### config.mk
export PLATFORM = sky130hd
export DESIGN_NAME = x2050_ilc_hist_flat
export DESIGN_NICKNAME = d
export VERILOG_FILES = /design/src/rtl/x2050_ilc_hist_if.sv /design/src/rtl/x2050_ilc_hist.sv /design/src/flat_wrapper.sv
export SDC_FILE = /design/constraint.sdc
export NUM_CORES = 1
export LEC_CHECK = 0
export CAP_MARGIN = 20
export CORE_MARGIN = 2
export CORE_UTILIZATION = 39
export CTS_CLUSTER_SIZE = 30
export DETAILED_ROUTE_END_ITERATION = 10
export PLACE_DENSITY = 0.84
export SLEW_MARGIN = 5
export SYNTH_ARGS = -nofsm -noshare
export SYNTH_HDL_FRONTEND = slang
export SYNTH_SLANG_ARGS = --single-unit
### constraint.sdc
create_clock -name i_clk -period 2.6 [get_ports i_clk]
set_input_delay 0.78 -clock i_clk [delete_from_list [all_inputs] [get_ports i_clk]]
set_output_delay 0.78 -clock i_clk [all_outputs]
set_load 0.02 [all_outputs]
### src/rtl/x2050_ilc_hist_if.sv
// Signal bundle for the ILC history block: ROS controls in, ILC and history FIFO state out.
interface x2050_ilc_hist_if #(
  parameter int unsigned DEPTH = 4
);
  localparam int unsigned CntW = $clog2(DEPTH + 1);

  logic            i_ros_advance;
  logic [4:0]      i_tr;
  logic [31:0]     i_t_reg;
  logic            i_ex_target;
  logic            i_int_take;
  logic            i_int_ilc0;
  logic            i_hist_rd;
  logic            i_hist_clr;
  logic [1:0]      o_ilc;
  logic [1:0]      o_old_ilc;
  logic [1:0]      o_hist_data;
  logic            o_hist_valid;
  logic [CntW-1:0] o_hist_count;
  logic            o_hist_ovf;

  modport master (
    output i_ros_advance, i_tr, i_t_reg, i_ex_target, i_int_take, i_int_ilc0,
    output i_hist_rd, i_hist_clr,
    input  o_ilc, o_old_ilc, o_hist_data, o_hist_valid, o_hist_count, o_hist_ovf
  );

  modport slave (
    input  i_ros_advance, i_tr, i_t_reg, i_ex_target, i_int_take, i_int_ilc0,
    input  i_hist_rd, i_hist_clr,
    output o_ilc, o_old_ilc, o_hist_data, o_hist_valid, o_hist_count, o_hist_ovf
  );
endinterface

### src/rtl/x2050_ilc_hist.sv
// Instruction-length-code tracker: captures ILC from the opcode class, keeps the old-PSW ILC
// across interrupt swaps, and logs captured ILCs in a lossy circular history FIFO.
module x2050_ilc_hist #(
  parameter int unsigned DEPTH       = 4,
  parameter logic [4:0]  CAPTURE_TR  = 5'd25,
  parameter bit          EX_SUPPRESS = 1'b1
) (
  input logic               i_clk,
  input logic               i_reset_n,
  x2050_ilc_hist_if.slave   bus
);
  localparam int unsigned     PtrW = $clog2(DEPTH);
  localparam int unsigned     CntW = $clog2(DEPTH + 1);
  localparam logic [CntW-1:0] Full = CntW'(DEPTH);

  logic [1:0]      ilc_q, ilc_d;
  logic [1:0]      old_ilc_q, old_ilc_d;
  logic [PtrW-1:0] wr_ptr_q, wr_ptr_d;
  logic [PtrW-1:0] rd_ptr_q, rd_ptr_d;
  logic [CntW-1:0] count_q, count_d;
  logic            ovf_q, ovf_d;
  logic [1:0]      mem_q [DEPTH];

  logic       b0, b1;
  logic [1:0] next_ilc;
  logic       capture, swap, push, pop, full, drop;
  logic       unused_t_reg;

  assign b0       = bus.i_t_reg[31];
  assign b1       = bus.i_t_reg[30];
  assign next_ilc = {b0 | b1, ~(b0 ^ b1)};
  assign unused_t_reg = ^bus.i_t_reg[29:0];

  assign capture = bus.i_ros_advance & (bus.i_tr == CAPTURE_TR)
                 & ~(EX_SUPPRESS & bus.i_ex_target);
  assign swap    = bus.i_ros_advance & bus.i_int_take;
  assign full    = (count_q == Full);
  assign push    = capture & ~bus.i_hist_clr;
  assign pop     = bus.i_hist_rd & (count_q != '0) & ~bus.i_hist_clr;
  // A push into a full FIFO without a pop evicts the oldest entry.
  assign drop    = push & full & ~pop;

  always_comb begin
    ilc_d     = capture ? next_ilc : ilc_q;
    old_ilc_d = old_ilc_q;
    wr_ptr_d  = wr_ptr_q;
    rd_ptr_d  = rd_ptr_q;
    count_d   = count_q;
    ovf_d     = ovf_q;
    // Swap records the pre-edge ILC, so a same-cycle capture is not seen here.
    if (swap) begin
      old_ilc_d = bus.i_int_ilc0 ? 2'b00 : ilc_q;
    end
    if (bus.i_hist_clr) begin
      wr_ptr_d = '0;
      rd_ptr_d = '0;
      count_d  = '0;
      ovf_d    = 1'b0;
    end else begin
      if (push) begin
        wr_ptr_d = wr_ptr_q + 1'b1;
      end
      if (pop || drop) begin
        rd_ptr_d = rd_ptr_q + 1'b1;
      end
      if (push && !pop && !full) begin
        count_d = count_q + 1'b1;
      end else if (pop && !push) begin
        count_d = count_q - 1'b1;
      end
      if (drop) begin
        ovf_d = 1'b1;
      end
    end
  end

  always_ff @(posedge i_clk or negedge i_reset_n) begin
    if (!i_reset_n) begin
      ilc_q     <= 2'b00;
      old_ilc_q <= 2'b00;
      wr_ptr_q  <= '0;
      rd_ptr_q  <= '0;
      count_q   <= '0;
      ovf_q     <= 1'b0;
    end else begin
      ilc_q     <= ilc_d;
      old_ilc_q <= old_ilc_d;
      wr_ptr_q  <= wr_ptr_d;
      rd_ptr_q  <= rd_ptr_d;
      count_q   <= count_d;
      ovf_q     <= ovf_d;
    end
  end

  always_ff @(posedge i_clk) begin
    if (push) begin
      mem_q[wr_ptr_q] <= next_ilc;
    end
  end

  assign bus.o_ilc        = ilc_q;
  assign bus.o_old_ilc    = old_ilc_q;
  assign bus.o_hist_valid = (count_q != '0);
  assign bus.o_hist_data  = (count_q != '0) ? mem_q[rd_ptr_q] : 2'b00;
  assign bus.o_hist_count = count_q;
  assign bus.o_hist_ovf   = ovf_q;
endmodule

### src/flat_wrapper.sv
// flat-port wrapper written by rule: the top's interface ports become plain ports
module x2050_ilc_hist_flat 
#(
  parameter int unsigned DEPTH       = 4,
  parameter logic [4:0]  CAPTURE_TR  = 5'd25,
  parameter bit          EX_SUPPRESS = 1'b1
)
  (i_clk, i_reset_n, bus_i_ros_advance, bus_i_tr, bus_i_t_reg, bus_i_ex_target, bus_i_int_take, bus_i_int_ilc0, bus_i_hist_rd, bus_i_hist_clr, bus_o_ilc, bus_o_old_ilc, bus_o_hist_data, bus_o_hist_valid, bus_o_hist_count, bus_o_hist_ovf);
  x2050_ilc_hist_if #(.DEPTH(DEPTH)) bus_i ();
  input logic i_clk;
  input logic i_reset_n;
  input wire logic [$bits(bus_i.i_ros_advance)-1:0] bus_i_ros_advance;
  input wire logic [$bits(bus_i.i_tr)-1:0] bus_i_tr;
  input wire logic [$bits(bus_i.i_t_reg)-1:0] bus_i_t_reg;
  input wire logic [$bits(bus_i.i_ex_target)-1:0] bus_i_ex_target;
  input wire logic [$bits(bus_i.i_int_take)-1:0] bus_i_int_take;
  input wire logic [$bits(bus_i.i_int_ilc0)-1:0] bus_i_int_ilc0;
  input wire logic [$bits(bus_i.i_hist_rd)-1:0] bus_i_hist_rd;
  input wire logic [$bits(bus_i.i_hist_clr)-1:0] bus_i_hist_clr;
  output wire logic [$bits(bus_i.o_ilc)-1:0] bus_o_ilc;
  output wire logic [$bits(bus_i.o_old_ilc)-1:0] bus_o_old_ilc;
  output wire logic [$bits(bus_i.o_hist_data)-1:0] bus_o_hist_data;
  output wire logic [$bits(bus_i.o_hist_valid)-1:0] bus_o_hist_valid;
  output wire logic [$bits(bus_i.o_hist_count)-1:0] bus_o_hist_count;
  output wire logic [$bits(bus_i.o_hist_ovf)-1:0] bus_o_hist_ovf;
  assign bus_i.i_ros_advance = bus_i_ros_advance;
  assign bus_i.i_tr = bus_i_tr;
  assign bus_i.i_t_reg = bus_i_t_reg;
  assign bus_i.i_ex_target = bus_i_ex_target;
  assign bus_i.i_int_take = bus_i_int_take;
  assign bus_i.i_int_ilc0 = bus_i_int_ilc0;
  assign bus_i.i_hist_rd = bus_i_hist_rd;
  assign bus_i.i_hist_clr = bus_i_hist_clr;
  assign bus_o_ilc = bus_i.o_ilc;
  assign bus_o_old_ilc = bus_i.o_old_ilc;
  assign bus_o_hist_data = bus_i.o_hist_data;
  assign bus_o_hist_valid = bus_i.o_hist_valid;
  assign bus_o_hist_count = bus_i.o_hist_count;
  assign bus_o_hist_ovf = bus_i.o_hist_ovf;
  x2050_ilc_hist #(.DEPTH(DEPTH), .CAPTURE_TR(CAPTURE_TR), .EX_SUPPRESS(EX_SUPPRESS)) u_core (.i_clk(i_clk), .i_reset_n(i_reset_n), .bus(bus_i));
endmodule
==> qor.log, run 1 <==
INFO  run_status     status=completed
INFO  timing         timing.slew.headroom=60.0%
INFO  clock_tree     cts_hold_buf=0
INFO  routing        post_drt_via_cell_ratio=5.13
INFO  cells_and_area nets=184
INFO  logic_synthesis synth_compound_gate_area_share=11.1%
INFO  logic_synthesis yosysUniqueCellTypes=38
INFO  clock_tree     clk_root_buffer_cell=sky130_fd_sc_hd__clkbuf_4
INFO  power          ir_drop=382uV
INFO  cells_and_area layout-area-overhead-vs-synth=36.4%
INFO  die            rows=19
INFO  logic_synthesis dominantRegCellSynth=sky130_fd_sc_hd__dfrtp_1
INFO  worst_setup_path worst_r2r_startpoint=u_core.bus.o_hist_count[1]$_DFFE_PN0P_
INFO  clock_tree     postCtsSetupRepairBufs=0
INFO  logic_synthesis synth_seq_cells=20
INFO  flow_run       max_cap_viol_count=0
INFO  timing         layout_worst_path_cycle_share=96.4%
INFO  clock_tree     worst_skew_pair.late_latency=0.30ns
INFO  worst_setup_path critical_path.cell_chain=clkdlybuf4s50_1 -> inv_1 -> a21boi_4 -> nor4_1 -> fa_2 -> or4_4 -> a21o_1 -> a31oi_1
INFO  clock_tree     cts_tree=done
INFO  logic_synthesis synth_top_family_by_area=simple AND/OR/NAND/NOR gates
INFO  worst_setup_path startpoint_type=primary input
INFO  die            design.die.area=3250um2
INFO  power          switching_power=173uW
INFO  power          power_report.internal_total=572uW
INFO  global_route   grt_remaining_overflow=0
INFO  global_route   grt_first_pass_wirelength=3.68mm
INFO  die            initial_core_util=40.4%
INFO  placement      globalplace.congestion=0.849
INFO  worst_setup_path timing.critical_path.required=2.83ns
INFO  routing        first_drt_pass_iteration_count=4
INFO  placement      dp_hpwl=1.79mm
INFO  clock_tree     ctsLongestPathBuffers=2
INFO  global_route   grt_antenna_before_repair=0
INFO  worst_setup_path timing.rr.end=u_core.bus.o_hist_count[2]$_DFFE_PN0P_
INFO  power          reported_leakage_power=0.000636uW
INFO  placement      post-place-ws=-0.264ns
INFO  die            core=2710um2
INFO  die            num_io_pins=56
INFO  global_route   grt_start_max_net_pins=14
INFO  cells_and_area postLayoutCoreUtil=55.2%
INFO  timing         final-hold-violation-count=0
INFO  worst_setup_path critical_path_arrival=2.74ns
INFO  timing         setup_viol=0
INFO  worst_setup_path critical-path-max-stage-delay=0.53ns
INFO  worst_setup_path worstPathBufferInverterCount=2
INFO  power          share_comb_of_total_power=18.8%
INFO  logic_synthesis synth_simple_gate_area_share=18.5%
INFO  clock_tree     clkTransAtPathRegs=0.11ns
INFO  timing         period_minus_slack=2.51ns
INFO  cells_and_area drive_gt1_share=21.2%
INFO  timing         whs=0.515ns
INFO  clock_tree     clock_sinks=20
INFO  power          power_density=498nW/um2
INFO  worst_setup_path criticalPathCategory=in -> reg
INFO  power          power_switching_share=23.2%
INFO  routing        routedWlPerCell=13.3um
INFO  hold_path      whs_path_depth=2
INFO  timing         achievable-frequency=399MHz
INFO  routing        drt-total-wl=2.18mm
INFO  logic_synthesis synth.area.mux_share=8.45%
INFO  die            die_w=57.0um
INFO  logic_synthesis xor_xnor_share_of_the_synthesized_area=0.799%
INFO  global_route   grt_pass1_vias=909
INFO  worst_setup_path reg2regPathDepth=7
INFO  worst_setup_path critPathCaptureType=register
INFO  timing         fin_worst_skew=0.000595ns
INFO  hold_path      hold_start=u_core.bus.o_old_ilc[0]$_DFFE_PN0P_
INFO  timing         final.setup.tns=0ns
INFO  logic_synthesis ys_seq_area_share=49.3%
INFO  global_route   track_usage=14.5%
INFO  timing         rsz_0062_raised_after_global_routing=no
INFO  routing        drc=0
INFO  power          p_seq_share=47.5%
INFO  cells_and_area insertedDiodeCount=0
INFO  logic_synthesis avgSynthCellArea=11.3um2
INFO  timing         worstMarginPinSlew=0.598ns
INFO  logic_synthesis syn-num-nets=148
INFO  timing         finalMaxSlewViolations=0
INFO  routing        antenna_violating_nets_post_route=0
INFO  timing         postLayoutSetupSlackWorst=0.0934ns
INFO  clock_tree     htree_levels=1
INFO  placement      port_buffers=25
INFO  die            die-height=57.0um
INFO  logic_synthesis postSynthCellCount=97
INFO  logic_synthesis yosys_warnings=0
INFO  logic_synthesis post_synth_edffs=8
INFO  worst_setup_path cp_max_fo=3
INFO  power          power_frac_clock=33.7%
INFO  worst_setup_path timing.critical_path.max_delay_family=simple AND/OR/NAND/NOR gates
INFO  routing        vias=837
INFO  clock_tree     cts_made_buffers=3
INFO  hold_path      type_of_the_worst_min_delay_path=reg -> reg
INFO  power          overall_power=745uW
INFO  logic_synthesis area_share_of_fa_ha_maj_cells_after_synthesis=7.53%
INFO  logic_synthesis postSynth.asyncResetShare=60.0%
INFO  routing        drtIter0Drc=15
INFO  worst_setup_path crit_path_top_delay_cell=sky130_fd_sc_hd__or4_4
INFO  hold_path      hold-path-endpoint=u_core.bus.o_old_ilc[0]$_DFFE_PN0P_
INFO  worst_setup_path r2r_setup_slack=0.30ns
INFO  logic_synthesis syn_area=1100um2
[placed cells by master (no fill, tap or decap), types with 3 or more instances in the layout]
cell type                         instances
sky130_fd_sc_hd__clkdlybuf4s50_1         22
sky130_fd_sc_hd__nor2_1                  11
sky130_fd_sc_hd__dfrtp_1                 11
sky130_fd_sc_hd__inv_1                    9
sky130_fd_sc_hd__buf_4                    9
sky130_fd_sc_hd__edfxtp_1                 8
sky130_fd_sc_hd__ha_1                     5
sky130_fd_sc_hd__and2_1                   4
sky130_fd_sc_hd__nand2_1                  4
sky130_fd_sc_hd__o21ai_0                  4
sky130_fd_sc_hd__a21oi_1                  3
sky130_fd_sc_hd__clkbuf_4                 3
[timing repair]
action / 4_1_cts / 5_1_grt
hold endpoints to repair: 0 / 0
setup endpoints to repair: 2 / 2
pin swaps: 0 / 0
gates resized for setup: 3 / 2
[state kept, by name, indices dropped and copies added (netlist names)]
signal                   cells
u_core.bus.o_old_ilc         2
u_core.wr_ptr_q              2
u_core.mem_q                 8
u_core.bus.o_hist_count      3
u_core.bus.o_hist_ovf        1
u_core.rd_ptr_q              2
u_core.bus.o_ilc             2
[worst max-delay path by stage]
stage	from	slack, ns	cells past startpoint	end
after floorplan	bus_i_hist_clr	0.16	6	u_core.bus.o_hist_count[2]$_DFFE_PN0P_
after global placement	bus_i_hist_rd	-0.27	8	u_core.bus.o_hist_count[2]$_DFFE_PN0P_
after detailed placement	bus_i_hist_rd	-0.26	8	u_core.bus.o_hist_count[2]$_DFFE_PN0P_
after CTS	u_core.bus.o_hist_count[1]$_DFFE_PN0P_	0.02	2	bus_o_hist_valid
after global routing	u_core.bus.o_hist_count[1]$_DFFE_PN0P_	0.02	3	bus_o_hist_data[1]
final	bus_i_hist_rd	0.09	8	u_core.bus.o_hist_count[2]$_DFFE_PN0P_
[power groups by stage]
stage	clock network (uW)	registers, uW	logic, uW
floorplan	0	373	51.4
global placement	0	359	138
detailed placement	0	361	141
CTS	256	354	142
global route	270	357	151
finish	251	354	140
[synth_stat cells, types with 2 or more instances]
library cell                n  share of area (%)
sky130_fd_sc_hd__nor2b_1    2                1.1
sky130_fd_sc_hd__o211ai_1   2                1.4
sky130_fd_sc_hd__and2_1     4                2.3
sky130_fd_sc_hd__mux4_2     2                4.1
sky130_fd_sc_hd__o21ai_0    4                1.8
sky130_fd_sc_hd__dfrtp_1   12                 27
sky130_fd_sc_hd__nand2b_1   2                1.1
sky130_fd_sc_hd__and2_2     2                1.4
sky130_fd_sc_hd__nand3b_1   2                1.4
sky130_fd_sc_hd__a21oi_1    3                1.4
sky130_fd_sc_hd__edfxtp_1   8                 22
sky130_fd_sc_hd__nor2_1    11                3.8
sky130_fd_sc_hd__buf_2      2               0.91
sky130_fd_sc_hd__ha_1       5                5.7
sky130_fd_sc_hd__mux2_2     2                2.1
sky130_fd_sc_hd__inv_1      9                3.1
sky130_fd_sc_hd__nand2_1    4                1.4
[stage by stage]
stage | cells | instance area (um2)
CTS | 163 | 1490
global route | 163 | 1500
detailed placement | 159 | 1440
finish | 163 | 1500
global placement | 159 | 1440
floorplan | 97 | 1100
[layout make-up]
class / count / area [um2]
flip-flops and latches: 20 / 542
clock inverters: 1 / 30.0
well taps: 31 / 38.8
inverters: 9 / 33.8
fillers: 240 / 1210
clock buffers: 3 / 22.5
repair buffers: 34 / 318
multi-input cells: 65 / 510
[tightest hold or removal path, delay by kind of cell (launching register included)]
family / cells / cell delay [ns]
AND/OR/NAND/NOR: 1 / 0.05
AO/OA/AOI/OAI: 1 / 0.07
flip-flops: 1 / 0.37
[layer usage]
metal / vias to the layer above / routed length [um] / track usage (%)
met5: - / 0 / 0
met4: 0 / 7 / 4.98
met3: 2 / 108 / 3.17
met2: 28 / 1140 / 26.8
met1: 401 / 922 / 16.3
li1: 406 / - / -
[cells by family (layout without fill, tap and decap cells)]
group                      Yosys count  count (layout)
muxes                                6               6
xor gates and xnor gates             1               1
AOI/OAI and AO/OA                   16              16
DFF                                 20              20
buffers and inverters               12              47
and+or+nand+nor                     36              36
adders and majority gates            6               6
(Power assumes the default switching activity.)
==> run 2: changes to the inputs <==
Settings changed: SKIP_CTS_REPAIR_TIMING from default to 1.
==> run 2 against run 1 <==
  * First-iteration DRC count shrank 53%
  * Register-to-register slack barely moved
  * Clock-buffer cell count is the same
  * Hold slack hardly changed
  * Highest routed layer is now met3
==> qor.log, run 2 (synthesized netlist as in run 1, its figures left out) <==
INFO  run_status     status=completed
INFO  timing         fin_worst_skew=0.00103ns [+0.000430 ns]
INFO  placement      globalplace.congestion=0.849 [unchanged]
INFO  routing        drc=0 [unchanged]
INFO  worst_setup_path reg2regPathDepth=7 [unchanged]
INFO  cells_and_area largest_reg_flops=8 [unchanged]
INFO  die            num_io_pins=56 [unchanged]
INFO  timing         setup_viol=0 [unchanged]
INFO  worst_setup_path criticalPathCategory=reg -> out
INFO  die            rows=19 [unchanged]
INFO  cells_and_area layout-area-overhead-vs-synth=37.3%
INFO  clock_tree     cts_made_buffers=3 [unchanged]
INFO  cells_and_area layout_common_cells=23 x sky130_fd_sc_hd__clkdlybuf4s50_1, 11 x sky130_fd_sc_hd__nor2_1, 11 x sky130_fd_sc_hd__dfrtp_1, 9 x sky130_fd_sc_hd__inv_1, 9 x sky130_fd_sc_hd__buf_4
INFO  timing         period_minus_slack=2.51ns [+0.00196 ns]
INFO  worst_setup_path r2r_setup_slack=0.30ns [about the same]
INFO  timing         rsz_0062_raised_after_global_routing=no
INFO  worst_setup_path startpoint_type=register
INFO  clock_tree     clock_sinks=20 [unchanged]
INFO  cells_and_area mostFrequentLayoutCell=sky130_fd_sc_hd__clkdlybuf4s50_1
INFO  global_route   grt_antenna_before_repair=0 [unchanged]
INFO  routing        drt-total-wl=2.20mm [+1.3%]
INFO  power          overall_power=748uW [+0.41%]
INFO  power          ir_drop=383uV [+0.21%]
INFO  clock_tree     ctsLongestPathBuffers=2 [unchanged]
INFO  global_route   grt_remaining_overflow=0 [unchanged]
INFO  timing         finalMaxSlewViolations=0 [unchanged]
INFO  routing        first_drt_pass_iteration_count=4 [unchanged]
INFO  worst_setup_path worst_r2r_startpoint=u_core.bus.o_hist_count[1]$_DFFE_PN0P_
INFO  cells_and_area drive_gt1_share=22.0% [+0.76 points]
INFO  timing         achievable-frequency=399MHz [about the same]
INFO  routing        vias=840 [+0.36%]
INFO  cells_and_area postLayoutCoreUtil=55.5% [+0.37 points]
INFO  timing         layout_worst_path_cycle_share=96.5% [about the same]
INFO  die            die_w=57.0um [unchanged]
INFO  worst_setup_path timing.critical_path.required=1.82ns [-1.01 ns]
INFO  routing        antenna_violating_nets_post_route=0 [unchanged]
INFO  clock_tree     cts_tree=done
INFO  timing         worstMarginPinSlew=0.604ns [+0.00553 ns]
INFO  timing         whs=0.515ns [-0.0000720 ns]
INFO  clock_tree     htree_levels=1 [unchanged]
INFO  cells_and_area nets=184 [unchanged]
INFO  worst_setup_path worst_setup_path_startpoint=u_core.bus.o_hist_count[1]$_DFFE_PN0P_
INFO  clock_tree     worst_skew_pair.late_latency=0.30ns [about the same]
INFO  worst_setup_path critPathCaptureType=output pin
INFO  placement      port_buffers=25 [unchanged]
INFO  die            design.die.area=3250um2 [unchanged]
INFO  global_route   grt_pass1_vias=895 [-1.5%]
INFO  timing         timing.slew.headroom=59.6% [-0.37 points]
INFO  global_route   grt_start_max_net_pins=14 [unchanged]
INFO  cells_and_area largest-register=u_core.mem_q
INFO  clock_tree     clk_root_buffer_cell=sky130_fd_sc_hd__clkbuf_4
INFO  global_route   grt_first_pass_wirelength=3.71mm [+0.95%]
INFO  power          power_density=497nW/um2 [-0.26%]
INFO  placement      dp_hpwl=1.79mm [unchanged]
INFO  timing         final.setup.tns=0ns [unchanged]
INFO  global_route   track_usage=14.6% [+0.14 points]
INFO  routing        drtIter0Drc=7 [-8]
INFO  cells_and_area insertedDiodeCount=0 [unchanged]
INFO  worst_setup_path crit_path_end=bus_o_hist_valid
INFO  worst_setup_path cp_max_fo=6 [+3]
INFO  worst_setup_path critical_path_arrival=1.73ns [-1.01 ns]
INFO  timing         final-hold-violation-count=0 [unchanged]
INFO  die            die-height=57.0um [unchanged]
INFO  hold_path      type_of_the_worst_min_delay_path=reg -> reg
INFO  flow_run       max_cap_viol_count=0 [unchanged]
INFO  power          reported_leakage_power=0.000643uW [+1.2%]
INFO  die            core=2710um2 [unchanged]
INFO  routing        routedWlPerCell=13.5um [+1.3%]
INFO  routing        post_drt_via_cell_ratio=5.15 [+0.36%]
INFO  die            initial_core_util=40.4% [unchanged]
INFO  clock_tree     clkTransAtPathRegs=0.11ns [about the same]
INFO  worst_setup_path timing.rr.end=u_core.bus.o_hist_count[2]$_DFFE_PN0P_
[run 2: cell types whose count changed in the layout (fill, tap and decap cells not counted), sizes merged]
cell	previous run	this run
dlygate4sd2	2	0
dlymetal6s2s	1	2
clkdlybuf4s50	22	23
[run 2: through the flow]
step                      instances  setup WS (ns)  cell area [um2]
after floorplan                  97          0.155             1100
after global placement          159         -0.268             1440
final                           163         0.0915             1510
after detailed placement        159         -0.264             1440
after global routing            163         0.0320             1510
after CTS                       163         -0.185             1490
[run 2: critical path, stage by stage (launching register included)]
cell                              delay (ns)
sky130_fd_sc_hd__dfrtp_1                0.44
sky130_fd_sc_hd__or3_4                  0.44
sky130_fd_sc_hd__clkdlybuf4s50_1        0.55
[run 2: layer usage]
metal | share of wire [%] | GRT usage (%) | routed length [um]
met1 | 43 | 16.9 | 947
met2 | 52 | 26.9 | 1150
met3 | 4.9 | 3.17 | 107
met4 | 0 | 4.32 | 0
met5 | 0 | 0 | 0
[run 2: cell type report]
type | instances | area [um2]
Timing Repair Buffer | 34 | 323
Tap cell | 31 | 38.8
Clock buffer | 3 | 22.5
Multi-Input combinational cell | 65 | 515
Fill cell | 240 | 1200
Inverter | 9 | 33.8
Sequential cell | 20 | 542
Clock inverter | 1 | 30.0
[run 2: power breakdown]
part	switching, uW	leakage [uW]	total [uW]	internal (uW)
combinational	66.1	0.000381	143	76.7
sequential	11.6	0.000234	354	342
clock	95.6	0.0000279	251	156
[run 2: worst min-delay path by stage]
stage / slack, ns / end / startpoint / depth (start not counted)
2_1_floorplan: 0.48 / u_core.bus.o_hist_count[0]$_DFFE_PN0P_ / i_reset_n / 0
3_3_place_gp: 0.47 / u_core.bus.o_old_ilc[1]$_DFFE_PN0P_ / u_core.bus.o_old_ilc[1]$_DFFE_PN0P_ / 2
3_5_place_dp: 0.49 / u_core.bus.o_old_ilc[0]$_DFFE_PN0P_ / u_core.bus.o_old_ilc[0]$_DFFE_PN0P_ / 2
4_1_cts: 0.52 / u_core.bus.o_old_ilc[0]$_DFFE_PN0P_ / u_core.bus.o_old_ilc[0]$_DFFE_PN0P_ / 2
5_1_grt: 0.56 / u_core.bus.o_old_ilc[0]$_DFFE_PN0P_ / u_core.bus.o_old_ilc[0]$_DFFE_PN0P_ / 2
6_report: 0.51 / u_core.bus.o_old_ilc[0]$_DFFE_PN0P_ / u_core.bus.o_old_ilc[0]$_DFFE_PN0P_ / 2
